<file path="config.mk">
export PLATFORM = sky130hd
export DESIGN_NAME = t_1s
export DESIGN_NICKNAME = d
export VERILOG_FILES = /design/src/rtl/t_1s_pkg.sv /design/src/rtl/t_1s.sv
export SDC_FILE = /design/constraint.sdc
export NUM_CORES = 1
export LEC_CHECK = 0
export BUFFER_PORTS_ARGS = -buffer_cell sky130_fd_sc_hd__buf_2
export CAP_MARGIN = 20
export CORE_ASPECT_RATIO = 1.5
export CORE_UTILIZATION = 50
export CTS_CLUSTER_SIZE = 8
export DETAILED_ROUTE_END_ITERATION = 8
export PLACE_DENSITY = 0.69
export SYNTH_ARGS = -nofsm -noshare
export SYNTH_HDL_FRONTEND = slang
export SYNTH_SLANG_ARGS = --single-unit
</file>
<file path="constraint.sdc">
create_clock -name clk -period 3.1 [get_ports clk]
set_input_delay 0.62 -clock clk [delete_from_list [all_inputs] [get_ports clk]]
set_output_delay 0.62 -clock clk [all_outputs]
set_load 0.02 [all_outputs]
</file>
<file path="src/rtl/t_1s_pkg.sv">
// Shared constants and helpers for the periodic tick generator.
//   CLK_HZ_DEFAULT      : system clock frequency, shared with the UART and DDS blocks
//   cycles_per_interval : clock cycles in one tick interval (64-bit arithmetic)
//   interval_is_exact   : true when the interval is a whole number of cycles
package t_1s_pkg;

    localparam longint unsigned CLK_HZ_DEFAULT = 64'd50_000_000;

    function automatic longint unsigned cycles_per_interval(
        input longint unsigned clk_hz,
        input longint unsigned tick_ms
    );
        return (clk_hz * tick_ms) / 64'd1000;
    endfunction

    function automatic bit interval_is_exact(
        input longint unsigned clk_hz,
        input longint unsigned tick_ms
    );
        return ((clk_hz * tick_ms) % 64'd1000) == 64'd0;
    endfunction

endpackage

</file>
<file path="src/rtl/t_1s.sv">
// Periodic tick generator: a free-running counter that emits a strobe that is
// high for exactly one clk cycle every N = CLK_HZ * TICK_MS / 1000 cycles.
// Ports:
//   clk   : system clock, rising-edge active
//   rst_n : asynchronous active-low reset (clears counter and strobe)
//   s     : tick strobe, one cycle wide, first asserted after edge N
module t_1s
    import t_1s_pkg::*;
#(
    parameter longint unsigned CLK_HZ  = CLK_HZ_DEFAULT,
    parameter longint unsigned TICK_MS = 64'd1000
) (
    input  logic clk,
    input  logic rst_n,
    output logic s
);

    localparam longint unsigned N  = cycles_per_interval(CLK_HZ, TICK_MS);
    localparam int unsigned     CW = (N < 64'd2) ? 1 : $clog2(N);
    localparam logic [CW-1:0]   LAST = CW'(N - 64'd1);

    // Build-time guards: an unusable or fractional interval stops elaboration.
    if (N < 64'd2) begin : g_err_n_small
        $error("t_1s: N=%0d cycles per tick, must be at least 2", N);
    end
    if (N > 64'hFFFF_FFFF) begin : g_err_n_wide
        $error("t_1s: N=%0d cycles per tick does not fit in 32 bits", N);
    end
    if (!interval_is_exact(CLK_HZ, TICK_MS)) begin : g_err_fraction
        $error("t_1s: CLK_HZ*TICK_MS=%0d is not a whole number of kHz-ms",
               CLK_HZ * TICK_MS);
    end

    logic [CW-1:0] cnt_q, cnt_d;
    logic          s_q, s_d;

    always_comb begin
        cnt_d = '0;
        s_d   = 1'b0;
        if (cnt_q == LAST) begin
            s_d = 1'b1;
        end else if (cnt_q < LAST) begin
            cnt_d = cnt_q + CW'(1);
        end
        // Any out-of-range count (only possible after an upset) falls through
        // to reload 0 with no strobe, so a double pulse cannot occur.
    end

    always_ff @(posedge clk or negedge rst_n) begin
        if (!rst_n) begin
            cnt_q <= '0;
            s_q   <= 1'b0;
        end else begin
            cnt_q <= cnt_d;
            s_q   <= s_d;
        end
    end

    assign s = s_q;

`ifndef SYNTHESIS
    // A strobe is never followed by another strobe on the next cycle.
    a_single_cycle: assert property (@(posedge clk) disable iff (!rst_n) s_q |=> !s_q);
    // A strobe always coincides with the counter having just wrapped.
    a_strobe_at_wrap: assert property (@(posedge clk) disable iff (!rst_n) s_q |-> (cnt_q == '0));
`endif

endmodule

</file>
==> impl_metrics.env, run 1 <==
export IMPL_outcome="complete, no violations"
export IMPL_htreeDepth=1
export IMPL_nNetsFinal=156
export IMPL_syn_area_sq_um=1570
export IMPL_cts_setup_buffers=0
export IMPL_powerDensity_nw_per_um2=345
export IMPL_worstPathRequired_ns=3.26
export IMPL_initial_core_util_pct=53.2
export IMPL_drc=0
export IMPL_diodes=0
export IMPL_cp_endpoint="cnt_q[22]"
export IMPL_synth_edf_count=0
export IMPL_clockBufferDepth=2
export IMPL_async_reset_ff_share_pct=100
export IMPL_synth_most_common_cell="dfrtp_1"
export IMPL_crit_slowest_cell="and3_1"
export IMPL_synth_fp_nets=156
export IMPL_ctsResizeCount=0
export IMPL_fin_crit_ns=2.00
export IMPL_crit_path_max_fanout=10
export IMPL_die_w_um=47.7
export IMPL_cts_hold_buf=0
export IMPL_globalRouteTotalUtil_pct=22.4
export IMPL_cp_arrival_ns=2.16
export IMPL_finalHoldViolCount=0
export IMPL_period_share_pct=64.7
export IMPL_grt_setup_unrepaired="no"
export IMPL_yosysWarnings=0
export IMPL_cts_made_buffers=3
export IMPL_viasPerCell=6.45
export IMPL_finalWeightedCongestion=0.839
export IMPL_reg2reg_slack_ns=1.10
export IMPL_wire_per_inst_um=16.8
export IMPL_grt_pass1_wl_um=5650
export IMPL_port_buffers=2
export IMPL_die_h_um=70.6
export IMPL_worst_slew_pin_slew_ns=0.600
export IMPL_grt_max_degree=28
export IMPL_synth_cells=153
export IMPL_synth_cell_type_count=37
export IMPL_clock_fmax_ghz=0.499
export IMPL_reg2regPathDepth=6
export IMPL_ant_nets=0
export IMPL_hpwl_um=2290
export IMPL_slew_headroom_pct=60.0
export IMPL_area_growth_pct=3.51
export IMPL_critPathKind="flip-flop to flip-flop"
export IMPL_ys_ff_latch=27
export IMPL_timing_rr_start="cnt_q[0]"
export IMPL_yosys_top_cells_count="dfrtp_1, nor3_1, nand3_1"
export IMPL_path_cells="ha_1 > and3_1 > a21oi_1 > nor3_4 > buf_4 > a211oi_1"
export IMPL_drtIter0Drc=26
export IMPL_rr_endpoint="cnt_q[22]"
export IMPL_die_area_sq_um=3370
export IMPL_wirelength_um=3210
export IMPL_finClkSkew_ns=0.00449
export IMPL_drive_gt1_share_pct=14.5
export IMPL_cts_root_buf="clkbuf_8"
export IMPL_syn_avg_cell_area_sq_um=10.2
export IMPL_leakage_nw=0.647
export IMPL_setup_worst_path_start="cnt_q[0]"
export IMPL_netlist_top_cells_area="dfrtp_1, nor3_1, xor2_1"
export IMPL_hp_class="primary input to async pin"
export IMPL_synthFlopType="dfrtp_1"
export IMPL_synth_top_area_cell="dfrtp_1"
export IMPL_rows=24
export IMPL_cts_sinks=27
export IMPL_grt_pass1_vias=1178
export IMPL_yosysSeqAreaShare_pct=43.1
export IMPL_crit_buf_inv=1
export IMPL_power_mw=0.560
export IMPL_num_vias=1231
export IMPL_antenna_found_initial=0
export IMPL_crit_path_end_kind="flip-flop"
export IMPL_ios=3
export IMPL_clock_latency_ns=0.27
export IMPL_slowest_delay_ns=0.41
export IMPL_start_kind="flip-flop"
export IMPL_clk_pin_slew_worst_paths_ns=0.09
export IMPL_crit_cells=6
export IMPL_vdd_drop_max_v=0.000307
export IMPL_tns_ns=0
export IMPL_synth_top_area_share_pct=43.1
export IMPL_cap_violations=0
export IMPL_cp_top_family="simple AND/OR/NAND/NOR gates"
export IMPL_cts_tree="built"
export IMPL_coreArea_sq_um=2940
export IMPL_setup_viol=0
export IMPL_maxSlewViolCount=0
export IMPL_grt_overflow=0
export IMPL_dr_pass1_iters=4
-- logic make-up after synthesis --
family / Yosys count / synth area share (%)
AOI/OAI and AO/OA: 26 / 12.3
buffers and inverters: 11 / 4.79
adders and majority gates: 1 / 0.799
xor gates and xnor gates: 13 / 7.27
DFF: 27 / 43.1
and+or+nand+nor: 75 / 31.7
-- worst min-delay path by stage --
stage | start | endpoint
after floorplan | rst_n | cnt_q[0]
after global placement | cnt_q[0] | cnt_q[0]
after detailed placement | cnt_q[0] | cnt_q[0]
after CTS | rst_n | s
after global routing | rst_n | s
final | rst_n | cnt_q[21]
-- area by class of cell --
cell class,instances,area [sq um]
clock buffer,4,45.0
fill,276,1320
inverter,1,3.75
multi-input combinational,115,816
sequential,27,676
tap,39,48.8
timing repair buffer,5,32.5
-- registers in the layout (all words and copies together) (netlist names) --
signal / cells
cnt_q: 26
s: 1
-- where the power goes --
part           internal, mW  switching, mW
sequential            0.352              0
combinational      0.000451        0.00656
clock                0.0921          0.109
total                 0.444          0.115
-- routing by layer --
layer | track usage [%] | routed length, um | vias up
met2 | 35.9 | 1690 | 16
li1 | - | - | 581
met3 | 2.55 | 59 | 8
met4 | 7.10 | 55 | 0
met5 | 0 | 0 | -
met1 | 30.7 | 1400 | 626
-- placed cells by master (no fill, tap or decap), types with 3 or more instances in the layout --
cell type  synthesis  layout
a211oi_1           9       9
and4_1             5       5
and4_2             3       3
nand3_1           11      11
and3_1             4       4
dfrtp_1           27      27
nand4b_1           3       3
xor2_1             9       9
nand4_1            6       6
o21ai_0            7       7
nor3_1            16      16
xnor2_1            4       4
nand2_1            8       8
or4_1              3       3
o31ai_1            3       3
clkbuf_8           0       3
buf_4              6       3
or3_1              5       5
-- through the flow --
step	worst slack, ns	hold slack (ns)	utilization, %	instances	cell area, sq um
after global routing	0.917	0.387	55.1	191	1620
after global placement	1.19	0.473	53.6	187	1580
after detailed placement	1.13	0.497	53.6	187	1580
final	1.10	0.343	55.1	191	1620
after CTS	1.10	0.363	55.1	191	1620
after floorplan	1.39	0.324	-	153	1570
Power figures use the tool's default switching activity.
==> run 2: changes to the inputs <==
Settings changed: PLACE_DENSITY 0.69 to 0.71.
Clock period 3.1 ns to 1.6 ns, I/O delays scaled along.
==> impl_metrics.env, run 2 (synthesis results as in run 1) <==
export IMPL_leakage_nw=1.04
export IMPL_fin_crit_ns=1.76
export IMPL_start_kind="flip-flop"
export IMPL_largest_reg_flops=26
export IMPL_critPathKind="flip-flop to flip-flop"
export IMPL_finClkSkew_ns=0.00705
export IMPL_grt_pass1_vias=1695
export IMPL_cts_made_buffers=3
export IMPL_clockBufferDepth=2
export IMPL_finalHoldViolCount=0
export IMPL_dr_pass1_iters=4
export IMPL_rows=24
export IMPL_slowest_delay_ns=0.42
export IMPL_failed_checks="setup timing"
export IMPL_wirelength_um=5100
export IMPL_die_w_um=47.7
export IMPL_tns_ns=-2.22
export IMPL_port_buffers=2
export IMPL_placed_area_sq_um=1880
export IMPL_antenna_found_initial=0
export IMPL_die_h_um=70.6
export IMPL_maxSlewViolCount=0
export IMPL_worstPathRequired_ns=1.79
export IMPL_setup_viol=26
export IMPL_grt_setup_unrepaired="yes"
export IMPL_drc=0
export IMPL_drtIter0Drc=84
export IMPL_fin_util_pct=79.1
export IMPL_cts_root_buf="clkbuf_8"
export IMPL_final_cell_mix="buf_4, dfrtp_1, nand3_1"
export IMPL_drive_gt1_share_pct=51.2
export IMPL_nNetsFinal=213
export IMPL_cap_violations=0
export IMPL_setup_slack_ns=-0.156
export IMPL_coreArea_sq_um=2940
export IMPL_finalWeightedCongestion=0.847
export IMPL_clock_fmax_ghz=0.570
export IMPL_cp_arrival_ns=1.95
export IMPL_clk_pin_slew_worst_paths_ns=0.10
export IMPL_clock_latency_ns=0.29
export IMPL_holdWs_ns=0.0375
export IMPL_ios=3
export IMPL_num_vias=1596
export IMPL_initial_core_util_pct=53.2
export IMPL_die_area_sq_um=3370
export IMPL_hp_class="primary input to async pin"
export IMPL_final_common_cell="buf_4"
export IMPL_dp_cells=224
export IMPL_diodes=0
export IMPL_cts_tree="built"
export IMPL_globalRouteTotalUtil_pct=32.5
export IMPL_htreeDepth=1
export IMPL_crit_path_end_kind="flip-flop"
export IMPL_outcome="complete, but fails checks"
export IMPL_cts_hold_buf=0
export IMPL_worst_slew_pin_slew_ns=0.635
export IMPL_stdcell_count=248
export IMPL_grt_pass1_wl_um=7780
export IMPL_hpwl_um=2740
export IMPL_final_area_sq_um=2330
export IMPL_crit_buf_inv=2
export IMPL_powerDensity_nw_per_um2=478
export IMPL_vdd_drop_max_v=0.000838
export IMPL_grt_max_degree=28
export IMPL_ant_nets=0
export IMPL_path_cells="ha_2 > and3_4 > buf_4 > a21oi_4 > nor3_4 > buf_12 > nor3_1"
export IMPL_area_growth_pct=48.6
export IMPL_crit_slowest_cell="dfrtp_1"
export IMPL_cts_sinks=27
export IMPL_viasPerCell=6.44
export IMPL_crit_path_max_fanout=13
export IMPL_wire_per_inst_um=20.6
export IMPL_grt_overflow=0
export IMPL_cp_top_family="simple AND/OR/NAND/NOR gates"
export IMPL_period_share_pct=110
export IMPL_top_register="cnt_q"
export IMPL_slew_headroom_pct=57.7
[run 2: cell count changes in the layout (fill, tap and decap cells not counted), sizes merged]
cell	delta
buf	+55
bufbuf	+1
clkbuf	-1
clkinvlp	+1
nor3	+1
[run 2: routing by layer]
layer / track usage, % / vias to the layer above / routed length (um)
met5: 0 / - / 0
met4: 18.5 / 0 / 196
li1: - / 700 / -
met1: 35.9 / 808 / 1800
met3: 5.87 / 19 / 243
met2: 54.7 / 69 / 2860
[run 2: cell type report]
class	instances	area, sq um
clock buffers	3	41.3
clock inverters	1	7.51
fillers	182	616
inverters	1	3.75
multi-input cells	116	988
flip-flops and latches	27	676
well taps	39	48.8
repair buffers	61	562
[run 2: power breakdown]
| group | leakage, nW | internal (mW) | total, mW | switching (mW) |
|---|---|---|---|---|
| registers | 0.363 | 0.682 | 0.682 | 0 |
| clock network | 0.0217 | 0.178 | 0.417 | 0.239 |
| logic | 0.658 | 0.000875 | 0.0143 | 0.0134 |
| total | 1.04 | 0.861 | 1.11 | 0.253 |
[run 2: final timing paths]
path	start	endpoint	slack [ns]	depth (start not counted)
min in group clk	cnt_q[0]	cnt_q[0]	0.59	2
min	rst_n	cnt_q[21]	0.04	1
max	cnt_q[1]	cnt_q[16]	-0.16	7
min reg2reg	cnt_q[0]	cnt_q[0]	0.59	2
max in group asynchronous	rst_n	cnt_q[11]	1.15	1
max reg2reg	cnt_q[1]	cnt_q[16]	-0.16	7
[run 2: per-stage QoR]
stage	power, mW	worst slack, ns
detailed placement	0.710	-0.473
CTS	1.11	-0.133
floorplan	0.696	-0.0312
global placement	0.710	-0.399
global route	1.14	-0.185
finish	1.11	-0.156
[run 2: timing repair]
item,in CTS,in global routing
setup endpoints to repair,26,27
resized for setup,23,20
cloned,4,0
buffers inserted,12,5
pin swaps,7,12
hold endpoints to repair,0,0
==> run 3: changes to the inputs <==
Settings changed: CTS_CLUSTER_DIAMETER from default to 200, PLACE_DENSITY 0.71 to 0.69.
==> impl_metrics.env, run 3 (synthesis results as in run 1) <==
export IMPL_powerDensity_nw_per_um2=522
export IMPL_coreArea_sq_um=2940
export IMPL_die_w_um=47.7
export IMPL_viasPerCell=6.05
export IMPL_ios=3
export IMPL_die_area_sq_um=3370
export IMPL_period_share_pct=102
export IMPL_cap_violations=0
export IMPL_final_cell_mix="buf_4, dfrtp_1, nor3_1"
export IMPL_grt_overflow=0
export IMPL_fin_crit_ns=1.63
export IMPL_setup_slack_ns=-0.0278
export IMPL_comb_power_share_pct=1.3
export IMPL_hpwl_um=2770
export IMPL_final_common_cell="buf_4"
export IMPL_drc=0
export IMPL_wirelength_um=4020
export IMPL_cp_arrival_ns=1.82
export IMPL_largest_reg_flops=26
export IMPL_failed_checks="setup timing"
export IMPL_crit_path_end_kind="flip-flop"
export IMPL_swShare_pct=20.5
export IMPL_initial_core_util_pct=53.2
export IMPL_drtIter0Drc=44
export IMPL_placed_area_sq_um=1880
export IMPL_drive_gt1_share_pct=42.8
export IMPL_globalRouteTotalUtil_pct=26.4
export IMPL_cts_tree="built"
export IMPL_p_int_mw=0.861
export IMPL_multi_input_area_sq_um=920
export IMPL_leakage_nw=0.898
export IMPL_grt_max_degree=28
export IMPL_slew_headroom_pct=58.8
export IMPL_clock_fmax_ghz=0.614
export IMPL_finalHoldViolCount=0
export IMPL_outcome="complete, but fails checks"
export IMPL_rows=24
export IMPL_final_area_sq_um=2080
export IMPL_grt_pass1_wl_um=6450
export IMPL_hp_class="primary input to async pin"
export IMPL_top_register="cnt_q"
export IMPL_htreeDepth=1
export IMPL_finClkSkew_ns=0.00320
export IMPL_worst_slew_pin_slew_ns=0.619
export IMPL_cts_sinks=27
export IMPL_grt_pass1_vias=1424
export IMPL_pwr_share_clk_pct=35.8
export IMPL_path_cells="ha_2 > and3_4 > nand4_4 > or4_4 > a211oi_2"
export IMPL_finalWeightedCongestion=0.847
export IMPL_register_area_sq_um=676
export IMPL_clock_latency_ns=0.27
export IMPL_cts_hold_buf=0
export IMPL_switchingPower_mw=0.222
export IMPL_die_h_um=70.6
export IMPL_fill_cells=234
export IMPL_setup_viol=3
export IMPL_vdd_drop_max_v=0.000518
export IMPL_port_buffers=2
export IMPL_cp_top_family="simple AND/OR/NAND/NOR gates"
export IMPL_antenna_found_initial=0
export IMPL_num_vias=1410
export IMPL_crit_buf_inv=0
export IMPL_crit_slowest_cell="or4_4"
export IMPL_grt_setup_unrepaired="yes"
export IMPL_crit_path_max_fanout=5
export IMPL_ant_nets=0
export IMPL_critPathKind="flip-flop to flip-flop"
export IMPL_seq_power_share_pct=62.9
export IMPL_diodes=0
export IMPL_cts_root_buf="clkbuf_8"
export IMPL_clockBufferDepth=2
export IMPL_nNetsFinal=198
export IMPL_cts_made_buffers=3
export IMPL_maxSlewViolCount=0
export IMPL_dr_pass1_iters=5
export IMPL_wire_per_inst_um=17.2
export IMPL_start_kind="flip-flop"
export IMPL_worstPathRequired_ns=1.79
export IMPL_clk_pin_slew_worst_paths_ns=0.09
export IMPL_area_growth_pct=32.6
export IMPL_power_mw=1.08
export IMPL_slowest_delay_ns=0.44
==> run 3: cell types whose count changed in the layout (fill, tap and decap cells not counted), sizes merged <==
cell / delta
bufbuf: -1
clkbuf: +1
clkinvlp: -1
nor3: -1
buf: -13
==> run 3: layer usage <==
metal / track usage, % / part of all wire [%] / vias up
met4: 9.88 / 1.8 / 0
met3: 2.55 / 1.7 / 7
met1: 30.0 / 38 / 715
li1: - / - / 665
met2: 47.4 / 59 / 23
met5: 0 / 0 / -
==> run 3: worst paths after layout <==
kind / from / to / slack, ns / cells after the start
setup / recovery: cnt_q[1] / cnt_q[24] / -0.03 / 5
hold / removal: rst_n / cnt_q[22] / 0.05 / 1
hold reg to reg: cnt_q[23] / cnt_q[23] / 0.62 / 2
min in group clk: cnt_q[23] / cnt_q[23] / 0.62 / 2
setup reg to reg: cnt_q[1] / cnt_q[24] / -0.03 / 5
max in group asynchronous: rst_n / cnt_q[16] / 1.15 / 1
==> run 3: what timing repair did <==
action / CTS / global route
gates resized for setup: 18 / 9
setup buffers: 1 / 6
endpoints found under the hold margin: 0 / 0
endpoints found under the setup margin: 25 / 26
pin swaps: 5 / 3
==> run 3: final cells by class <==
type / count / share of cell area [%]
multi-input combinational: 115 / 44.3
sequential: 27 / 32.5
timing repair buffer: 47 / 18.5
tap: 39 / 2.35
clock buffer: 4 / 2.17
inverter: 1 / 0.181
==> run 3: per-stage QoR <==
step                TNS (ns)  utilization [%]  hold WS, ns  instances  setup slack, ns
floorplan             -0.167                -       0.0244        153          -0.0312
global placement      -0.227             63.9        0.357        222          -0.0699
detailed placement    -0.938             63.9        0.358        222           -0.166
CTS                  -0.0315             67.8       0.0644        227          -0.0165
global route           -1.48             70.6       0.0927        233          -0.0683
finish               -0.0467             70.6       0.0477        233          -0.0278
==> run 3: power groups by stage <==
stage / combinational [mW] / clock (mW) / sequential, mW
finish: 0.0140 / 0.388 / 0.682
global route: 0.0168 / 0.418 / 0.682
CTS: 0.0147 / 0.392 / 0.682
detailed placement: 0.0146 / 0 / 0.695
global placement: 0.0145 / 0 / 0.695
floorplan: 0.000000293 / 0 / 0.696
